==> src/rtl/pipe_defs.sv <==
// Shared definitions for the pipeline hazard logic: stage timing encodings,
// MDU latency defaults and register index width.
package pipe_defs;

    localparam int REG_IDX_W = 5;
    localparam int STALL_CNT_W = 32;

    localparam int MULT_CYCLES_DEF = 5;
    localparam int DIV_CYCLES_DEF = 10;

    // Tuse: cycles until the D-stage instruction consumes a source operand.
    localparam logic [1:0] TUSE_0    = 2'd0;
    localparam logic [1:0] TUSE_1    = 2'd1;
    localparam logic [1:0] TUSE_2    = 2'd2;
    localparam logic [1:0] TUSE_NONE = 2'd3;

    // Tnew: cycles until a downstream instruction produces its result.
    localparam logic [1:0] TNEW_0 = 2'd0;
    localparam logic [1:0] TNEW_1 = 2'd1;
    localparam logic [1:0] TNEW_2 = 2'd2;

    // A source operand must wait when a younger-result producer writes it
    // later than the consumer needs it. Register 0 is hardwired and never waits.
    function automatic logic src_hazard(
        input logic [REG_IDX_W-1:0] src,
        input logic [1:0]           tuse,
        input logic [REG_IDX_W-1:0] e_wa,
        input logic [1:0]           e_tnew,
        input logic [REG_IDX_W-1:0] m_wa,
        input logic [1:0]           m_tnew
    );
        logic e_hit;
        logic m_hit;
        e_hit = (src == e_wa) && (e_tnew > tuse);
        m_hit = (src == m_wa) && (m_tnew > tuse);
        return (src != '0) && (e_hit || m_hit);
    endfunction

endpackage

==> src/rtl/md_busy_timer.sv <==
// Multiply/divide busy timer: counts down the MDU latency after an issue and
// reports busy while the result is still pending.
module md_busy_timer
    import pipe_defs::*;
#(
    parameter int MULT_CYCLES = MULT_CYCLES_DEF,
    parameter int DIV_CYCLES  = DIV_CYCLES_DEF,
    parameter int CNT_W       = 4
) (
    input  logic clk,
    input  logic reset,
    input  logic start,
    input  logic is_div,
    output logic busy
);

    logic [CNT_W-1:0] cnt_q;
    logic [CNT_W-1:0] cnt_d;

    // A start is accepted only from idle; a start while counting is dropped.
    always_comb begin
        cnt_d = cnt_q;
        if (start && (cnt_q == '0)) begin
            cnt_d = is_div ? CNT_W'(DIV_CYCLES) : CNT_W'(MULT_CYCLES);
        end else if (cnt_q != '0) begin
            cnt_d = cnt_q - CNT_W'(1);
        end
    end

    always_ff @(posedge clk or posedge reset) begin
        if (reset) begin
            cnt_q <= '0;
        end else begin
            cnt_q <= cnt_d;
        end
    end

    assign busy = (cnt_q != '0);

endmodule

==> src/rtl/stall_ctrl.sv <==
// Pipeline hazard and stall controller: freezes F/D and bubbles E on register
// or MDU hazards, and keeps a saturating stall-cycle count.
module stall_ctrl
    import pipe_defs::*;
#(
    parameter int MULT_CYCLES = MULT_CYCLES_DEF,
    parameter int DIV_CYCLES  = DIV_CYCLES_DEF,
    parameter int CNT_W       = 4
) (
    input  logic                   clk,
    input  logic                   reset,
    input  logic [REG_IDX_W-1:0]   D_rs,
    input  logic [REG_IDX_W-1:0]   D_rt,
    input  logic [1:0]             D_rs_tuse,
    input  logic [1:0]             D_rt_tuse,
    input  logic                   D_is_md,
    input  logic [REG_IDX_W-1:0]   E_wa,
    input  logic [1:0]             E_tnew,
    input  logic [REG_IDX_W-1:0]   M_wa,
    input  logic [1:0]             M_tnew,
    input  logic                   E_md_start,
    input  logic                   E_md_is_div,
    output logic                   F_pc_en,
    output logic                   D_reg_en,
    output logic                   E_reg_clr,
    output logic                   md_busy,
    output logic [STALL_CNT_W-1:0] stall_cycles
);

    logic rs_stall;
    logic rt_stall;
    logic md_stall;
    logic stall;

    logic [STALL_CNT_W-1:0] stall_cycles_q;
    logic [STALL_CNT_W-1:0] stall_cycles_d;

    md_busy_timer #(
        .MULT_CYCLES (MULT_CYCLES),
        .DIV_CYCLES  (DIV_CYCLES),
        .CNT_W       (CNT_W)
    ) u_md_busy_timer (
        .clk    (clk),
        .reset  (reset),
        .start  (E_md_start),
        .is_div (E_md_is_div),
        .busy   (md_busy)
    );

    // An md instruction in D also waits during the issue cycle itself, since
    // busy only rises on the following cycle.
    always_comb begin
        rs_stall = src_hazard(D_rs, D_rs_tuse, E_wa, E_tnew, M_wa, M_tnew);
        rt_stall = src_hazard(D_rt, D_rt_tuse, E_wa, E_tnew, M_wa, M_tnew);
        md_stall = D_is_md && (md_busy || E_md_start);
        stall    = rs_stall || rt_stall || md_stall;
    end

    assign F_pc_en   = ~stall;
    assign D_reg_en  = ~stall;
    assign E_reg_clr = stall;

    always_comb begin
        stall_cycles_d = stall_cycles_q;
        if (stall && (stall_cycles_q != '1)) begin
            stall_cycles_d = stall_cycles_q + STALL_CNT_W'(1);
        end
    end

    always_ff @(posedge clk or posedge reset) begin
        if (reset) begin
            stall_cycles_q <= '0;
        end else begin
            stall_cycles_q <= stall_cycles_d;
        end
    end

    assign stall_cycles = stall_cycles_q;

endmodule

==> config.mk <==
export PLATFORM = sky130hd
export DESIGN_NAME = stall_ctrl
export DESIGN_NICKNAME = d
export VERILOG_FILES = /design/src/rtl/pipe_defs.sv /design/src/rtl/md_busy_timer.sv /design/src/rtl/stall_ctrl.sv
export SDC_FILE = /design/constraint.sdc
export NUM_CORES = 1
export LEC_CHECK = 0
export ABC_AREA = 1
export CAP_MARGIN = 10
export CORE_AREA = 8 8 107 90
export DETAILED_ROUTE_END_ITERATION = 6
export DIE_AREA = 0 0 115 98
export PLACE_DENSITY = 0.68
export SKIP_CTS_REPAIR_TIMING = 1
export SLEW_MARGIN = 15
export SYNTH_ARGS = -nofsm -noshare
export SYNTH_HDL_FRONTEND = slang
export SYNTH_HIERARCHICAL = 1
export SYNTH_SLANG_ARGS = --single-unit
==> constraint.sdc <==
create_clock -name clk -period 3 [get_ports clk]
set_input_delay 0.45 -clock clk [delete_from_list [all_inputs] [get_ports clk]]
set_output_delay 0.45 -clock clk [all_outputs]
set_load 0.01 [all_outputs]
==> results.ini <==
[drt]
drtIter0Drc = 185
ant_nets = 0
routed_wl_um = 8190
vias_per_cell = 4.79
wl_per_cell_um = 12.4
vias = 3155
first_pass_iters = 4
drc = 0

[timing]
hold_violations = 0
skew_ns = 0.00817
period_needed_ns = 2.58
grt_setup_unrepaired = false
slew_violations = 0
finalSetupViolCount = 0
finalCritPeriodShare_pct = 86.0
fin_tns_setup_ns = 0
maxClockFrequency_mhz = 388
worst_pin_slew_ns = 0.439
relSlewSlack_pct = 70.7

[worst_setup_path]
cp-start-kind = primary input
worstSetupEndpointType = primary output
critPathMaxFanout = 3
cp_data_arrival_time_ns = 2.13
worstPathRequired_ns = 2.55
path_class = in2out

[place]
io_buffers = 68
dp_hpwl_um = 6460
dp_cells = 651
place_congestion = 0.834
dpl_cell_area_sq_um = 3800

[synth]
postSynthAreaPerCell_sq_um = 6.39
yosys.area.top_type = dfrtp_1
syn_nets = 523
netlist_area_sq_um = 3060
synth_cell_types = 25
ys.warnings.count = 6
synth_seq_cells = 36
synthTopCellsByArea = dfrtp_1 29%, nand2_1 23%, inv_1 9.0%
syn_inst = 479
ys_seq_area_share_pct = 29.4
synth_top_area_share_pct = 29.4

[clock_network]
cts-root-buf = clkbuf_8
cts_made_buffers = 5
tritoncts = yes
htreeDepth = 2
clock_path_buffers = 2
clk_pin_slew_ns = 0.07
clk-insertion-delay-late_ns = 0.29
cts.sinks = 36

[layout]
layout-drive-gt1-share_pct = 6.40
stdcell_area_sq_um = 3940
final_common_cell = nand2_1
nets = 590
final_cell_mix = 190 x nand2_1, 73 x inv_1, 65 x clkdlybuf4s50_1, 51 x nand3_1
area_growth_pct = 28.6
stdcell_count = 659
postLayoutCoreUtil_pct = 49.0
diodes = 0

[worst_hold_path]
hold_class = in2async

[global_route]
overflow = 0
grt_pass1_wl_um = 13600
grt_max_degree = 46
antenna_found_initial = 0
first_global_vias = 2876
track_usage_pct = 14.7

[floorplan]
num_rows = 30
start_util_pct = 38.1
core-area_sq_um = 8030
fp.dieH_um = 98
ios = 69
fp.dieW_um = 115
die_area_sq_um = 11300

[outcome]
status = finished clean

[pwr]
peakVddDrop_mv = 0.331
p_leak_nw = 2.05
pwr_density_cell_nw_per_um2 = 410

[run]
max_cap_viol_count = 0

through the flow:
stage	hold slack [ns]	worst slack [ns]	total power, mW
detailed placement	0.517	0.0852	1.15
CTS	0.380	0.0795	1.64
finish	0.376	0.420	1.61
global placement	0.511	0.136	1.13
floorplan	0.216	0.719	0.954
global route	0.396	0.192	1.73
per-layer routing:
metal	global-route usage [%]	wire length [um]
met3	3.02	456
met1	19.8	3920
met2	23.3	3750
met4	3.33	56
met5	0	0
where the power goes:
group / switching (mW) / internal (mW)
clock network: 0.181 / 0.293
registers: 0.0769 / 0.546
logic: 0.282 / 0.235
total: 0.540 / 1.07
cells in the mapped netlist:
master / count
a21oi_1: 4
buf_4: 5
buf_6: 5
dfrtp_1: 36
ha_1: 11
inv_1: 73
inv_2: 3
nand2_1: 190
nand2_2: 4
nand2_4: 1
nand3_1: 51
nand3_2: 5
nand3b_1: 3
nand3b_4: 1
nand4_1: 8
nor2_1: 36
nor2_2: 3
nor2_4: 4
nor3_1: 10
nor3_2: 3
nor3_4: 1
o21ai_0: 3
or2_1: 1
xnor2_1: 6
xor2_1: 12
kinds of logic (layout without fill, tap and decap cells):
family | count (synthesis) | after routing | share of synthesized area [%]
simple gates | 321 | 321 | 47.4
buf+inv | 86 | 154 | 12.4
flops | 36 | 36 | 29.4
xor+xnor | 18 | 18 | 5.15
fa+ha+maj | 11 | 11 | 4.50
compound gates | 7 | 7 | 1.15
final timing paths:
path | to | start | slack [ns] | cells after the start
worst min-delay path | u_md_busy_timer/cnt_q[3] | reset | 0.38 | 2
worst min register to register | stall_cycles[31] | stall_cycles[31] | 0.54 | 2
min in group clk | stall_cycles[31] | stall_cycles[31] | 0.54 | 2
worst max register to register | stall_cycles[2] | u_md_busy_timer/cnt_q[0] | 0.75 | 9
worst max-delay path | F_pc_en | D_rt_tuse[1] | 0.42 | 14
max in group asynchronous | stall_cycles[3] | reset | 2.10 | 3
registers in the layout (all words and copies together) (netlist names):
signal	flops
stall_cycles	32
u_md_busy_timer/cnt_q	4
layout make-up:
class,instances,area [sq um]
Inverter,76,285
Multi-Input combinational cell,357,1780
Timing Repair Buffer,70,703
Clock buffer,7,96.3
Tap cell,112,140
Clock inverter,1,30.0
Sequential cell,36,901
Fill cell,856,4100
critical path, cell delays in order:
cell	delay [ns]
clkdlybuf4s50_1	0.46
inv_1	0.05
ha_1	0.31
nand2_1	0.08
inv_1	0.04
nor2_1	0.09
nand2_1	0.06
nor2_1	0.08
nand2_1	0.06
nand2_1	0.05
nand2_1	0.06
nand3_2	0.10
inv_1	0.07
dlymetal6s2s_1	0.17
(Power assumes the default switching activity.)
